--- config.mk ---
export PLATFORM = sky130hd
export DESIGN_NAME = mm_operand_fetch
export DESIGN_NICKNAME = d
export VERILOG_FILES = /design/src/rtl/mm_operand_fetch.sv
export SDC_FILE = /design/constraint.sdc
export NUM_CORES = 1
export LEC_CHECK = 0
export ABC_AREA = 1
export CORE_MARGIN = 2
export CORE_UTILIZATION = 25
export DETAILED_ROUTE_END_ITERATION = 7
export GPL_ROUTABILITY_DRIVEN = 0
export GPL_TIMING_DRIVEN = 0
export PLACE_DENSITY_LB_ADDON = 0.25
export SLEW_MARGIN = 15
export SYNTH_ARGS = -nofsm -noshare
export SYNTH_HDL_FRONTEND = slang
export SYNTH_SLANG_ARGS = --single-unit
--- constraint.sdc ---
create_clock -name clk -period 2.95 [get_ports clk]
set_input_delay 0.59 -clock clk [delete_from_list [all_inputs] [get_ports clk]]
set_output_delay 0.59 -clock clk [all_outputs]
set_load 0.02 [all_outputs]
--- src/rtl/mm_operand_fetch.sv ---
// Operand-fetch stage for the memory-memory datapath: reads A then B (or takes an
// immediate B) over a single-port read handshake and holds them stable for the ALU.
module mm_operand_fetch #(
  parameter int DATA_W = 16,
  parameter int ADDR_W = 16
) (
  input  logic              clk,
  input  logic              reset,
  input  logic              start,
  output logic              ready,
  input  logic [ADDR_W-1:0] addr_a,
  input  logic [ADDR_W-1:0] addr_b,
  input  logic              use_imm,
  input  logic [DATA_W-1:0] imm_b,
  input  logic [2:0]        funct3_in,
  output logic              mem_rd,
  output logic [ADDR_W-1:0] mem_addr,
  input  logic [DATA_W-1:0] mem_rdata,
  input  logic              mem_rvalid,
  output logic [DATA_W-1:0] A,
  output logic [DATA_W-1:0] B,
  output logic [2:0]        funct3,
  output logic              op_valid,
  input  logic              op_ack
);

  typedef enum logic [2:0] {
    IDLE,
    REQ_A,
    WAIT_A,
    REQ_B,
    WAIT_B,
    HOLD
  } state_t;

  state_t              state;
  logic [ADDR_W-1:0]   addr_a_q;
  logic [ADDR_W-1:0]   addr_b_q;
  logic                use_imm_q;
  logic [DATA_W-1:0]   imm_b_q;

  // Every output is a register updated alongside the state, so nothing the ALU
  // sees can glitch or follow an input combinationally.
  always_ff @(posedge clk) begin
    if (reset) begin
      state     <= IDLE;
      ready     <= 1'b1;
      mem_rd    <= 1'b0;
      mem_addr  <= '0;
      A         <= '0;
      B         <= '0;
      funct3    <= '0;
      op_valid  <= 1'b0;
      addr_a_q  <= '0;
      addr_b_q  <= '0;
      use_imm_q <= 1'b0;
      imm_b_q   <= '0;
    end else begin
      mem_rd <= 1'b0;
      case (state)
        IDLE: begin
          if (start) begin
            addr_a_q  <= addr_a;
            addr_b_q  <= addr_b;
            use_imm_q <= use_imm;
            imm_b_q   <= imm_b;
            funct3    <= funct3_in;
            mem_rd    <= 1'b1;
            mem_addr  <= addr_a;
            ready     <= 1'b0;
            state     <= REQ_A;
          end
        end
        REQ_A: state <= WAIT_A;
        WAIT_A: begin
          if (mem_rvalid) begin
            A <= mem_rdata;
            if (use_imm_q) begin
              B        <= imm_b_q;
              op_valid <= 1'b1;
              state    <= HOLD;
            end else if (addr_b_q == addr_a_q) begin
              // Same word as A: reuse the returned data instead of reading again.
              B        <= mem_rdata;
              op_valid <= 1'b1;
              state    <= HOLD;
            end else begin
              mem_rd   <= 1'b1;
              mem_addr <= addr_b_q;
              state    <= REQ_B;
            end
          end
        end
        REQ_B: state <= WAIT_B;
        WAIT_B: begin
          if (mem_rvalid) begin
            B        <= mem_rdata;
            op_valid <= 1'b1;
            state    <= HOLD;
          end
        end
        HOLD: begin
          if (op_ack) begin
            op_valid <= 1'b0;
            ready    <= 1'b1;
            state    <= IDLE;
          end
        end
        default: begin
          op_valid <= 1'b0;
          ready    <= 1'b1;
          state    <= IDLE;
        end
      endcase
    end
  end

endmodule

# == After elaboration in Yosys (flattened, before gate mapping) ==
# Index checks and enable logic that the tools add are counted.
# totals
register_bits,106
in_bits,73
out_inout_bits,54
word_cells,70
# op_classes
n_eq_ne,13
n_mux,31
n_bitwise,2
reduce_logical,12
# op_table
operator,n
$mux 16,8
$pmux 16 s2,2
$mux 3,6
$pmux 3 s6,1
$eq 16x16->1,1
$ne 2x2->1 const B,6
$mux 1,11
$reduce_and 5->1,2
$reduce_and 4->1,2
$eq 3x2->1 const B,2
$eq 3x3->1 const B,2
$pmux 1 s4,1
$reduce_and 2->1,2
$reduce_bool 2->1,2
$reduce_or 4->1,1
$eq 3x1->1 const B,1
$logic_not 3->1,1
$ne 3x3->1 const B,1
$pmux 1 s3,1
$reduce_and 3->1,1
$reduce_or 3->1,1
$not 1->1,2
$pmux 1 s2,1

# == Logic depth before layout (Yosys ltp) ==
# Gate-level depths: netlist (run 1).
# depth
ltp_word,5
depth_mapped,14
ltp_nobuf,13

# == Worst setup path after synthesis (run 1) ==
# OpenSTA, ideal clock, no wires.
# synth_path
kind,input to register
from,input mem_rvalid
to,register mem_addr[5]
setup_time_ps,116
arrival_time_ps,1554
required_ps,2834
setup_slack_ps,1280
cell_stages,9
n_path_buf,2
path_cell_list,clkbuf_1 -> inv_2 -> nor2_4 -> nand3_2 -> nand2_4 -> inv_4 -> buf_6 -> nor2_1 -> nor2_1
# synth_via
elab_chain_len,2
# synth_lines
item,line,text
"start, declared",19,"input logic mem_rvalid,"
$ne 2x2->1 (no line),--,
$reduce_and 5->1 (no line),--,
"end signal, assigned",69,mem_addr <= addr_a;
"end signal, assigned",89,mem_addr <= addr_b_q;
"end, declared",17,"output logic [ADDR_W-1:0] mem_addr,"
# Every way passes these cells.
# A chain may end at the register's enable or synchronous reset.

# == Worst setup path in the final report (run 1) ==
# layout_path
from,register A[15]
to,output A[15]
# layout_rtl
item,line,text
"start, declared",20,"output logic [DATA_W-1:0] A,"
"start signal, assigned",77,A <= mem_rdata;
# No word-level cell between the ends.

==> metrics.cfg, run 1 <==
[power_and_ir_drop]
share_seq_of_total_power_pct = 36.8
intPower_uw = 3399
vdd_drop_max_v = 0.0004270
p_leak_uw = 0.002637
swShare_pct = 39.16
pwr-share-comb_pct = 41.6
powerDensity_mw_per_mm2 = 872.4
switching_power_uw = 2188
p_clk_share_pct = 21.7

[yosys]
synthXorXnorAreaFrac_pct = 0
synth_top_family_by_area = simple AND/OR/NAND/NOR gates
synth_cell_types = 20
synth_top_area_share_pct = 46.24
synthAdderAreaFrac_pct = 0
yosys.area_share.simple_pct = 22.41
ys_seq_area_share_pct = 46.24
synth_fp_nets = 729
yosysWarnings = 0
ys_ff_latch = 106
yosysTopAreaCell = dfxtp_1
synth_compound_area_share_pct = 20.56
synthMuxAreaShare_pct = 0
synthesis.area_mm2 = 0.004589
syn_inst = 656
avgSynthCellArea_um2 = 6.996
synth_area_leaders = dfxtp_1 (46%), o21ai_0 (11%), nand2_1 (9.8%)

[cts]
htreeDepth = 3
cts_sinks = 106
clockBufferDepth = 2
cts_hold_buffers = 0
cts-resized-gates = 0
numCtsBuffers = 9
cts_tree = yes
clk_latency_ps = 360
post-cts-setup-buffer-count = 0
root_buffer = clkbuf_16
path_clk_slew_ps = 70

[sta]
rsz0062_at_grt = no
drv_slew = 0
hold_ws_ps = 448.1
hold_viol = 0
fmax_mhz = 513.1
fin_crit_sh_pct = 66.06
fin_setup_tns_ps = 0
setup_viol = 0
fin_skew_ps = 8.107
fin_crit_ps = 1949
setup_ws_ps = 1001
slew_headroom_pct = 63.22
max_slew.worst_pin.slew_ps = 551.6

[detailed_routing]
avgViaCountPerCell = 4.400
drt_iter0_drc = 215
wl_um = 14760
via_count = 4510
ant_nets = 0
wl_per_cell_um = 14.40
drc = 0
drt_first_pass_iters = 5

[placement]
post-dp-hpwl_um = 11250
io_buffers = 124
pre_cts_ws_ps = 713.1

[global_route]
grt_pass1_wl_um = 23200
grt.overflow.total = 0
grt_pass1_vias = 4400
antenna_found_initial = 0
grt_max_degree = 17
grtUsageTotal_pct = 15.33

[die]
die-area_mm2 = 0.01946
rows = 49
io_pins = 127
fp.dieH_um = 139.5
core_mm2 = 0.01796
start_util_pct = 25.55
die_w_um = 139.5

[critical_path]
path_buf_inv = 1
crit_required_ps = 2360
r2r_setup_slack_ps = 1230
path_cells = clkdlybuf4s50_1
crit_type = reg -> out
cp_top_family = buffers and inverters
cpMaxStageDelayCell = clkdlybuf4s50_1
crit_fanout = 2
cp-start-kind = flip-flop
cp.arrival_ps = 1360
slowest_delay_ps = 620
crit_path_end_kind = primary output

[hold_path]
hold_path_class = reg -> reg

[layout]
n_antenna_cell = 0
nets = 864
syn2layout_area_growth_pct = 39.53
n_fill_cell = 1958
layout-drive-gt1-share_pct = 6.658

[run_status]
outcome = completed

[job]
cap_violations = 0

==> Yosys cell counts <==
library cell / instances
nor2_1: 78
o21ai_0: 105
nand3_2: 3
nand2_2: 3
nand2_1: 120
nand2_4: 2
buf_6: 5
buf_2: 16
dfxtp_1: 106
clkbuf_1: 20
inv_2: 6
a21oi_1: 71
nor4_1: 1
inv_4: 1
nand3_1: 19
nor3_1: 18
nor2_4: 2
a21boi_0: 1
inv_1: 68
o21ai_1: 11
==> path summary, 6_finish.rpt <==
check | end | start | depth (start not counted)
hold reg to reg | imm_b_q[7] | imm_b_q[7] | 2
hold / removal | imm_b_q[7] | imm_b_q[7] | 2
setup / recovery | A[15] | A[15] | 1
setup reg to reg | B[3] | addr_b_q[6] | 14
==> state kept, by name, indices dropped and copies added, names as in the netlist <==
name and count:
mem_addr 16, A 16, addr_b_q 16, funct3 3, op_valid 1, addr_a_q 16, ready 1, use_imm_q 1
state 3, B 16, imm_b_q 16, mem_rd 1
==> routing by layer <==
| layer | vias to the layer above | routed length, um | global-route usage [%] |
|---|---|---|---|
| met5 | - | 0 | 0 |
| met4 | 0 | 310 | 4.891 |
| met3 | 15 | 806 | 3.957 |
| met2 | 128 | 6429 | 24.41 |
| met1 | 1990 | 7209 | 20.36 |
| li1 | 2377 | - | - |
==> cells in the final DEF, fill, tap and decap left out, types with 6 or more instances in the layout <==
cell type	n
nor3_1	18
o21ai_0	105
clkdlybuf4s50_1	124
nand3_1	19
inv_1	68
dfxtp_1	106
a21oi_1	71
clkbuf_16	9
inv_2	6
nor2_1	78
nand2_1	120
o21ai_1	11
clkbuf_1	21
buf_2	16
==> kinds of logic after synthesis <==
family,Yosys count
AOI/OAI and AO/OA,188
buffers and inverters,116
DFF,106
and+or+nand+nor,246
==> through the flow <==
step           instance area, um2  utilization [%]  cells  power, uW
6_report                     6404            35.65   1025       5587
5_1_grt                      6404            35.65   1025       6008
4_1_cts                      6404            35.65   1025       5645
3_5_place_dp                 6117            34.05   1009       4421
3_3_place_gp                 6117            34.05   1009       4418
2_1_floorplan                4589                -    656       3512
==> cell type report <==
cell class,count,area [um2],share of cell area [%]
clock inverters,6,57.56,0.8988
inverters,75,284.0,4.435
plain buffers,41,211.5,3.302
well taps,229,286.5,4.474
flip-flops and latches,106,2122,33.14
multi-input cells,434,1972,30.79
clock buffers,10,229.0,3.576
repair buffers,124,1241,19.38
==> power groups by stage <==
stage               logic (uW)  registers (uW)  clock network [uW]
floorplan                 1250            2270                   0
global placement          2340            2080                   0
detailed placement        2340            2080                   0
CTS                       2350            2050                1240
global route              2600            2100                1310
finish                    2320            2050                1210
Power figures use the tool's default switching activity.
==> run 2: changes to the inputs <==
- clock period: 2.95 -> 1.6 ns (I/O delays scaled with it)
==> metrics.cfg, run 2 (synthesis results as in run 1) <==
[run_status]
outcome = finished, violations left
violations = setup timing

[global_route]
grt_pass1_wl_um = 23760
grt_pass1_vias = 4495
antenna_found_initial = 0
grtUsageTotal_pct = 15.66
grt.overflow.total = 0
grt_max_degree = 17

[sta]
fin_crit_ps = 1659
rsz0062_at_grt = yes
max_slew.worst_pin.slew_ps = 698.0
drv_slew = 0
fmax_mhz = 602.9
fin_skew_ps = 7.433
setup_ws_ps = -58.68
setup_viol = 16
fin_setup_tns_ps = -606.6
slew_headroom_pct = 53.46
hold_viol = 0
fin_crit_sh_pct = 103.7

[cts]
clockBufferDepth = 2
root_buffer = clkbuf_16
path_clk_slew_ps = 70
htreeDepth = 3
cts_hold_buffers = 0
numCtsBuffers = 9
cts_sinks = 106
cts_tree = yes
clk_latency_ps = 360

[critical_path]
r2r_end = B[7]
path_buf_inv = 2
crit_required_ps = 1850
path_cells = inv_2, nand2_1, nand2_1, nor2_1, nand2_1, nor2_2, nand2_2, nand2_2, nand2_2, nand2_4, buf_6, nand3_2, nand2_1, nor2_1
cpMaxStageDelayCell = dfxtp_2
cp_num_cells = 14
reg2reg_from = addr_b_q[9]
cp-start-kind = flip-flop
worstSetupEndpoint = B[7]
crit_type = reg -> reg
slowest_delay_ps = 330
crit_fanout = 6
cp.arrival_ps = 1910
crit_path_end_kind = flip-flop
cp_top_family = simple AND/OR/NAND/NOR gates
crit_start = addr_b_q[9]
r2r_cells = 14
r2r_setup_slack_ps = -60
cp_common_cell = nand2_1

[layout]
layout-drive-gt1-share_pct = 16.34
instances_no_fill = 1037
n_antenna_cell = 0
nets = 876
layout_commonest_cell = nand2_1
syn2layout_area_growth_pct = 45.20
final_cell_mix = nand2_1 (115), o21ai_0 (93), dfxtp_1 (87)

[detailed_routing]
drt_iter0_drc = 234
via_count = 4579
wl_per_cell_um = 14.67
drt_first_pass_iters = 4
avgViaCountPerCell = 4.416
wl_um = 15210
ant_nets = 0
drc = 0

[die]
io_pins = 127
core_mm2 = 0.01796
start_util_pct = 25.55
die-area_mm2 = 0.01946
die_w_um = 139.5
fp.dieH_um = 139.5
rows = 49

[power_and_ir_drop]
vdd_drop_max_v = 0.0008107
powerDensity_mw_per_mm2 = 1601
p_leak_uw = 0.002964

[placement]
io_buffers = 124
post-dp-hpwl_um = 11250
pre_cts_ws_ps = -366.9
dp.cells = 1009

[hold_path]
hold_path_class = in -> reg
hold_start = reset

[job]
cap_violations = 0

run 2: what timing repair did:
action / CTS / global route
endpoints found under the setup margin: 95 / 69
gates resized for setup: 93 / 54
gates cloned: 2 / 2
setup buffers: 6 / 3
pin swaps: 14 / 26
endpoints found under the hold margin: 0 / 0
run 2: worst min-delay path by stage:
stage                     slack [ps]     endpoint  depth (start not counted)
final                            230     state[2]                          2
after global routing             250     state[2]                          2
after CTS                        230     state[1]                          2
after detailed placement         440   imm_b_q[7]                          2
after global placement           430   imm_b_q[7]                          2
after floorplan                  420  imm_b_q[10]                          2
run 2: layout make-up:
class                      instances  area (um2)
sequential                       106        2146
buffer                            40       222.7
inverter                          75       289.0
clock inverter                     6       57.56
timing repair buffer             137        1318
clock buffer                      10       229.0
multi-input combinational        434        2116
tap                              229       286.5
fill                            1947       11300
run 2: routing by layer:
| layer | vias to the layer above | track usage [%] | part of all wire, % |
|---|---|---|---|
| met5 | - | 0 | 0 |
| met4 | 0 | 5.316 | 2.2 |
| met3 | 15 | 3.820 | 5.3 |
| met2 | 123 | 24.82 | 44 |
| met1 | 2042 | 20.91 | 49 |
| li1 | 2399 | - | - |
run 2: stage by stage:
step | utilization [%] | total power [uW] | hold slack, ps | area (um2)
3_3_place_gp | 34.05 | 8146 | 434.1 | 6117
3_5_place_dp | 34.05 | 8152 | 440.5 | 6117
6_report | 37.10 | 10670 | 231.7 | 6664
4_1_cts | 36.14 | 10370 | 231.1 | 6491
2_1_floorplan | - | 6476 | 424.5 | 4589
5_1_grt | 37.10 | 11440 | 251.2 | 6664
run 2: where the power goes:
part | leakage (uW) | switching, uW | internal [uW]
sequential | 0.000877 | 419 | 3440
clock | 0.000142 | 1030 | 1210
combinational | 0.00194 | 2830 | 1750
total | 0.00296 | 4280 | 6390
==> run 3: changes to the inputs <==
- GPL_ROUTABILITY_DRIVEN: 0 -> default
==> results of run 3 <==
Final layout, timing and power as in run 2 (identical DEF).
